### src/rtl/seg7_scan_drv_pkg.sv
// Shared constants for the 6-digit multiplexed 7-segment display driver.
// Segment patterns are active-high with bit0=a ... bit6=g.
package seg7_scan_drv_pkg;

   localparam int NUM_DIGITS = 6;

   localparam logic [6:0] SEG_0    = 7'h3F;
   localparam logic [6:0] SEG_1    = 7'h06;
   localparam logic [6:0] SEG_2    = 7'h5B;
   localparam logic [6:0] SEG_3    = 7'h4F;
   localparam logic [6:0] SEG_4    = 7'h66;
   localparam logic [6:0] SEG_5    = 7'h6D;
   localparam logic [6:0] SEG_6    = 7'h7D;
   localparam logic [6:0] SEG_7    = 7'h07;
   localparam logic [6:0] SEG_8    = 7'h7F;
   localparam logic [6:0] SEG_9    = 7'h6F;
   localparam logic [6:0] SEG_DASH = 7'h40;

   localparam logic [5:0] COM_OFF  = 6'b111111;

   typedef enum logic {
      PHASE_ON  = 1'b0,
      PHASE_OFF = 1'b1
   } blink_phase_t;

endpackage

### src/rtl/seg7_scan_drv_bcd_to_seg7.sv
// Combinational BCD to 7-segment decoder; any non-BCD code shows a dash.
module bcd_to_seg7
   import seg7_scan_drv_pkg::*;
(
   input  logic [3:0] bcd,
   output logic [6:0] seg
);

   always_comb begin
      case (bcd)
         4'd0:    seg = SEG_0;
         4'd1:    seg = SEG_1;
         4'd2:    seg = SEG_2;
         4'd3:    seg = SEG_3;
         4'd4:    seg = SEG_4;
         4'd5:    seg = SEG_5;
         4'd6:    seg = SEG_6;
         4'd7:    seg = SEG_7;
         4'd8:    seg = SEG_8;
         4'd9:    seg = SEG_9;
         default: seg = SEG_DASH;
      endcase
   end

endmodule

### src/rtl/seg7_scan_drv.sv
// Multiplexed 6-digit common-cathode display scanner with per-frame digit
// snapshot, per-digit blink and decimal point, and hour-tens zero blanking.
module seg7_scan_drv
   import seg7_scan_drv_pkg::*;
#(
   parameter int SCAN_DIV     = 1000,
   parameter int BLINK_FRAMES = 100
) (
   input  logic        in_clk,
   input  logic        rst,
   input  logic [23:0] digits,
   input  logic [5:0]  blink_mask,
   input  logic [5:0]  dp_mask,
   input  logic        blank_lz,
   output logic [6:0]  seg,
   output logic        dp,
   output logic [5:0]  com
);

   localparam int PRE_W = $clog2(SCAN_DIV);
   localparam int FC_W  = $clog2(BLINK_FRAMES) + 1;

   localparam logic [PRE_W-1:0] PRE_LAST = PRE_W'(SCAN_DIV - 1);
   localparam logic [FC_W-1:0]  FC_LAST  = FC_W'(BLINK_FRAMES - 1);
   localparam logic [2:0]       IDX_LAST = 3'(NUM_DIGITS - 1);

   logic [PRE_W-1:0] pre;
   logic [2:0]       idx;
   logic [23:0]      snap;
   logic [FC_W-1:0]  frame_cnt;
   blink_phase_t     phase;

   logic             digit_end;
   logic             frame_end;
   logic [3:0]       cur_digit;
   logic             cur_blink;
   logic             cur_dp;
   logic [5:0]       cur_com;
   logic [6:0]       dec_seg;
   logic             blank;

   assign digit_end = (pre == PRE_LAST);
   assign frame_end = digit_end && (idx == IDX_LAST);

   // Select the active digit's snapshot value and live mask bits.
   always_comb begin
      cur_digit = 4'd0;
      cur_blink = 1'b0;
      cur_dp    = 1'b0;
      cur_com   = COM_OFF;
      for (int i = 0; i < NUM_DIGITS; i++) begin
         if (idx == 3'(i)) begin
            cur_digit  = snap[4*i +: 4];
            cur_blink  = blink_mask[i];
            cur_dp     = dp_mask[i];
            cur_com[i] = 1'b0;
         end
      end
   end

   assign blank = ((phase == PHASE_OFF) && cur_blink) ||
                  ((idx == IDX_LAST) && blank_lz && (snap[23:20] == 4'd0));

   bcd_to_seg7 u_dec (
      .bcd (cur_digit),
      .seg (dec_seg)
   );

   // Digits are only re-sampled at frame end so one frame never mixes two times.
   always_ff @(posedge in_clk or negedge rst) begin
      if (!rst) begin
         pre       <= '0;
         idx       <= '0;
         snap      <= '0;
         frame_cnt <= '0;
         phase     <= PHASE_ON;
         seg       <= '0;
         dp        <= 1'b0;
         com       <= COM_OFF;
      end else begin
         if (digit_end) begin
            pre <= '0;
            idx <= (idx == IDX_LAST) ? 3'd0 : idx + 3'd1;
         end else begin
            pre <= pre + PRE_W'(1);
         end

         if (frame_end) begin
            snap <= digits;
            if (frame_cnt == FC_LAST) begin
               frame_cnt <= '0;
               phase     <= (phase == PHASE_ON) ? PHASE_OFF : PHASE_ON;
            end else begin
               frame_cnt <= frame_cnt + FC_W'(1);
            end
         end

         com <= cur_com;
         seg <= blank ? 7'd0 : dec_seg;
         dp  <= cur_dp & ~blank;
      end
   end

endmodule

### config.mk
export PLATFORM = sky130hd
export DESIGN_NAME = seg7_scan_drv
export DESIGN_NICKNAME = d
export VERILOG_FILES = /design/src/rtl/seg7_scan_drv_pkg.sv /design/src/rtl/seg7_scan_drv_bcd_to_seg7.sv /design/src/rtl/seg7_scan_drv.sv
export SDC_FILE = /design/constraint.sdc
export NUM_CORES = 1
export LEC_CHECK = 0
export CAP_MARGIN = 20
export CELL_PAD_IN_SITES_DETAIL_PLACEMENT = 1
export CELL_PAD_IN_SITES_GLOBAL_PLACEMENT = 2
export CORE_AREA = 2 2 89 125
export CTS_BUF_LIST = sky130_fd_sc_hd__clkbuf_8
export DETAILED_ROUTE_END_ITERATION = 10
export DIE_AREA = 0 0 91 127
export PLACE_DENSITY_LB_ADDON = 0.1
export SLEW_MARGIN = 30
export SYNTH_ARGS = -nofsm -noshare
export SYNTH_HDL_FRONTEND = slang
export SYNTH_HIERARCHICAL = 1
export SYNTH_SLANG_ARGS = --single-unit
### constraint.sdc
create_clock -name in_clk -period 3.27 [get_ports in_clk]
set_clock_uncertainty 0.2 [all_clocks]
set_input_delay 0.8175 -clock in_clk [delete_from_list [all_inputs] [get_ports in_clk]]
set_output_delay 0.8175 -clock in_clk [all_outputs]
set_load 0.03 [all_outputs]
==> reports/qor.yml <==
grt:
  antenna_found_initial: 0
  track_usage: 0.155
  globalRouteMet1Util: 0.192
  grt.met3_usage: 0.0324
  grt_overflow_total: 0
  grt_pass1_wl_um: 14000
  grt_pass1_vias: 2669
  grt_max_degree: 33
  grt.busiest_layer: "met2"
  grtUsageMet2: 0.265
critical_path:
  crit_family: "compound AO/OA/AOI/OAI gates"
  rr_endpoint: "seg[5]"
  crit_end: "seg[5]"
  rr_worst_depth: 10
  crit_chain: "inv_1 -> ha_1 -> nor2_1 -> a221oi_1 -> a21oi_1 -> inv_1 -> ha_1 -> nor2b_1 -> o31a_1 -> nor3b_1"
  end_kind: "register"
  cp_data_required_time_ps: 3260
  criticalPathCategory: "reg -> reg"
  crit_fanout: 8
  crit_slowest_cell: "dfrtp_1"
  cp_num_buf_inv: 2
  cp.depth: 10
  critPathMaxStageDelay_ps: 520
  reg2reg_from: "idx[2]"
  worstSetupStartpointType: "register"
  regToRegSetupSlack_ps: 360
  crit_start: "idx[2]"
  crit_arrival_ps: 2900
flow_run:
  cap_violations: 0
clocking:
  cts.reportedPaths.clkPinSlew_ps: 70
  cts_buffers: 9
  cts_tree: "done"
  ctsHoldBuffers: 0
  cts.htree.levels: 3
  cts_sinks: 60
  clockBufferDepth: 2
  cts_root_buf: "clkbuf_8"
  clk_latency_ps: 340
  cts_setup_buffers: 0
  cts_resized: 0
floorplanning:
  core_area_um2: 10300
  die-area_um2: 11600
  num_rows: 44
  start_util: 0.294
  io_pins: 53
  die_x_um: 91
  die_h_um: 127
logic_synthesis:
  synth_xor_area_frac: 0.0317
  synthFlopType: "dfrtp_1"
  synthSimpleGateAreaFrac: 0.253
  ys_top_cells_by_area: "dfrtp_1, nand2_1, dfstp_2"
  synth_edf_count: 0
  avgSynthCellArea_um2: 9.66
  synth_mux_area_frac: 0.0341
  synthesis.nets: 363
  synth_top_area_cell: "dfrtp_1"
  synth_compound_area_frac: 0.0970
  synth_area_um2: 3040
  synth_top_area_frac: 0.444
  seq_area_frac_synth: 0.496
  ys_async_sr_fraction: 1.00
  synth-seq-cells: 60
  syn_inst: 315
  synthAdderAreaFrac: 0.0370
  synth_top_family_by_area: "simple AND/OR/NAND/NOR gates"
  ys_types: 49
  yosys_warnings: 6
sta:
  tns_ps: 0
  finalCritPeriodShare: 0.890
  hold_viol_final: 0
  max_freq_ghz: 0.343
  period_minus_slack_ps: 2910
  drv_slew: 0
  setup_viol: 0
  rsz0062_at_grt: "no"
  worstMarginPinSlew_ps: 619
  slew_headroom: 0.585
hold_path:
  min_path_type: "in -> async"
status:
  status: "finished clean"
placed_design:
  hpwl_um: 6100
  io_buffer_count: 52
  gp_congestion: 0.752
route:
  vias: 2448
  routedWlPerCell_um: 15.9
  via_per_inst: 4.74
  ant_nets: 0
  drcViolationCount: 0
  routed_wl_um: 8210
  drt_first_pass_iters: 4
  drt-initial-drc-count: 93
layout:
  nets: 421
  post-route-util: 0.379
  syn_to_final_growth_pct: 29.0
  mostFrequentLayoutCells: "nand2_1, dfrtp_1, clkdlybuf4s50_1"
  nFillCells: 1226
  antenna_cells: 0
  final_common_cell: "nand2_1"
  layout-drive-gt1-share: 0.119
power:
  max-vdd-ir-drop_mv: 0.148
  clockPowerShare: 0.453
  p_leak_nw: 1.75
  p_sw_uw: 317
  internal_power_mw: 1.17
  power_frac_comb: 0.047
  seqPwrFrac: 0.500
  netSwitchingFraction: 0.213
  power_density_nw_per_um2: 379
## state kept, by name, summed over array words and instances, names as in the netlist
register / count
snap: 24
pre: 10
frame_cnt: 8
seg: 7
com: 6
idx: 3
dp: 1
phase: 1
## worst reg2reg max path: cells and delay by family, from the launching register on
kind,cells,cell delay (ps)
buf+inv,2,280
compound gates,3,630
simple gates,3,570
fa+ha+maj,2,560
flops,1,520
## per-layer routing
| metal | share of wire | up-vias |
|---|---|---|
| li1 | - | 1188 |
| met2 | 0.52 | 43 |
| met5 | 0 | - |
| met4 | 0.015 | 0 |
| met3 | 0.033 | 7 |
| met1 | 0.44 | 1210 |
## per-stage QoR
stage          setup slack (ps)  total power, mW  hold slack [ps]  cell area [µm²]  cells
2_1_floorplan               176            0.762              238             3040    315
3_3_place_gp                536            0.829              251             3730    500
3_5_place_dp                430            0.828              256             3730    500
4_1_cts                     353             1.51             28.8             3930    516
5_1_grt                    86.9             1.55             33.7             3930    516
6_report                    358             1.49             45.8             3930    516
## how the worst min path moves through the flow
stage               startpoint        to  slack (ps)  cells after the start
floorplan             snap[16]  snap[16]         240                      2
global route               rst    seg[2]          30                      1
detailed placement    snap[17]  snap[17]         260                      2
global placement      snap[17]  snap[17]         250                      2
finish                     rst    seg[2]          50                      1
CTS                        rst    seg[2]          30                      1
## cell families after synthesis
| family | Yosys count |
|---|---|
| simple gates | 149 |
| flops | 60 |
| compound gates | 44 |
| buf+inv | 32 |
| xor+xnor | 11 |
| mux | 10 |
| fa+ha+maj | 9 |
## layout make-up
class                           count  area [µm²]  area share
Tap cell                          138         173      0.0440
Timing Repair Buffer               64         606       0.154
Inverter                           15        56.3      0.0143
Sequential cell                    60        1510       0.384
Multi-Input combinational cell    223        1390       0.353
Clock inverter                      5        45.0      0.0115
Clock buffer                       11         151      0.0386
## power by group through the flow
| stage | registers, mW | logic, mW | clock network (mW) |
|---|---|---|---|
| floorplan | 0.758 | 0.00317 | 0 |
| global placement | 0.757 | 0.0718 | 0 |
| detailed placement | 0.757 | 0.0716 | 0 |
| CTS | 0.743 | 0.0720 | 0.693 |
| global route | 0.742 | 0.0768 | 0.731 |
| finish | 0.743 | 0.0697 | 0.673 |
## Yosys cell counts, types with 3 or more instances
cell type	count
nand2_1	77
dfrtp_1	54
inv_1	15
o21ai_0	14
nor2_1	13
a221oi_1	9
clkbuf_1	9
ha_1	9
mux2i_1	7
nand2b_1	7
nand3_1	7
nor3b_1	7
xor2_1	7
a21oi_1	6
dfstp_2	6
nand4_1	6
nor3_1	5
nor2b_1	4
o22ai_1	4
xnor2_1	4
and3_1	3
buf_4	3
buf_6	3
mux2_2	3
nand3b_1	3
Power figures use the tool's default switching activity.
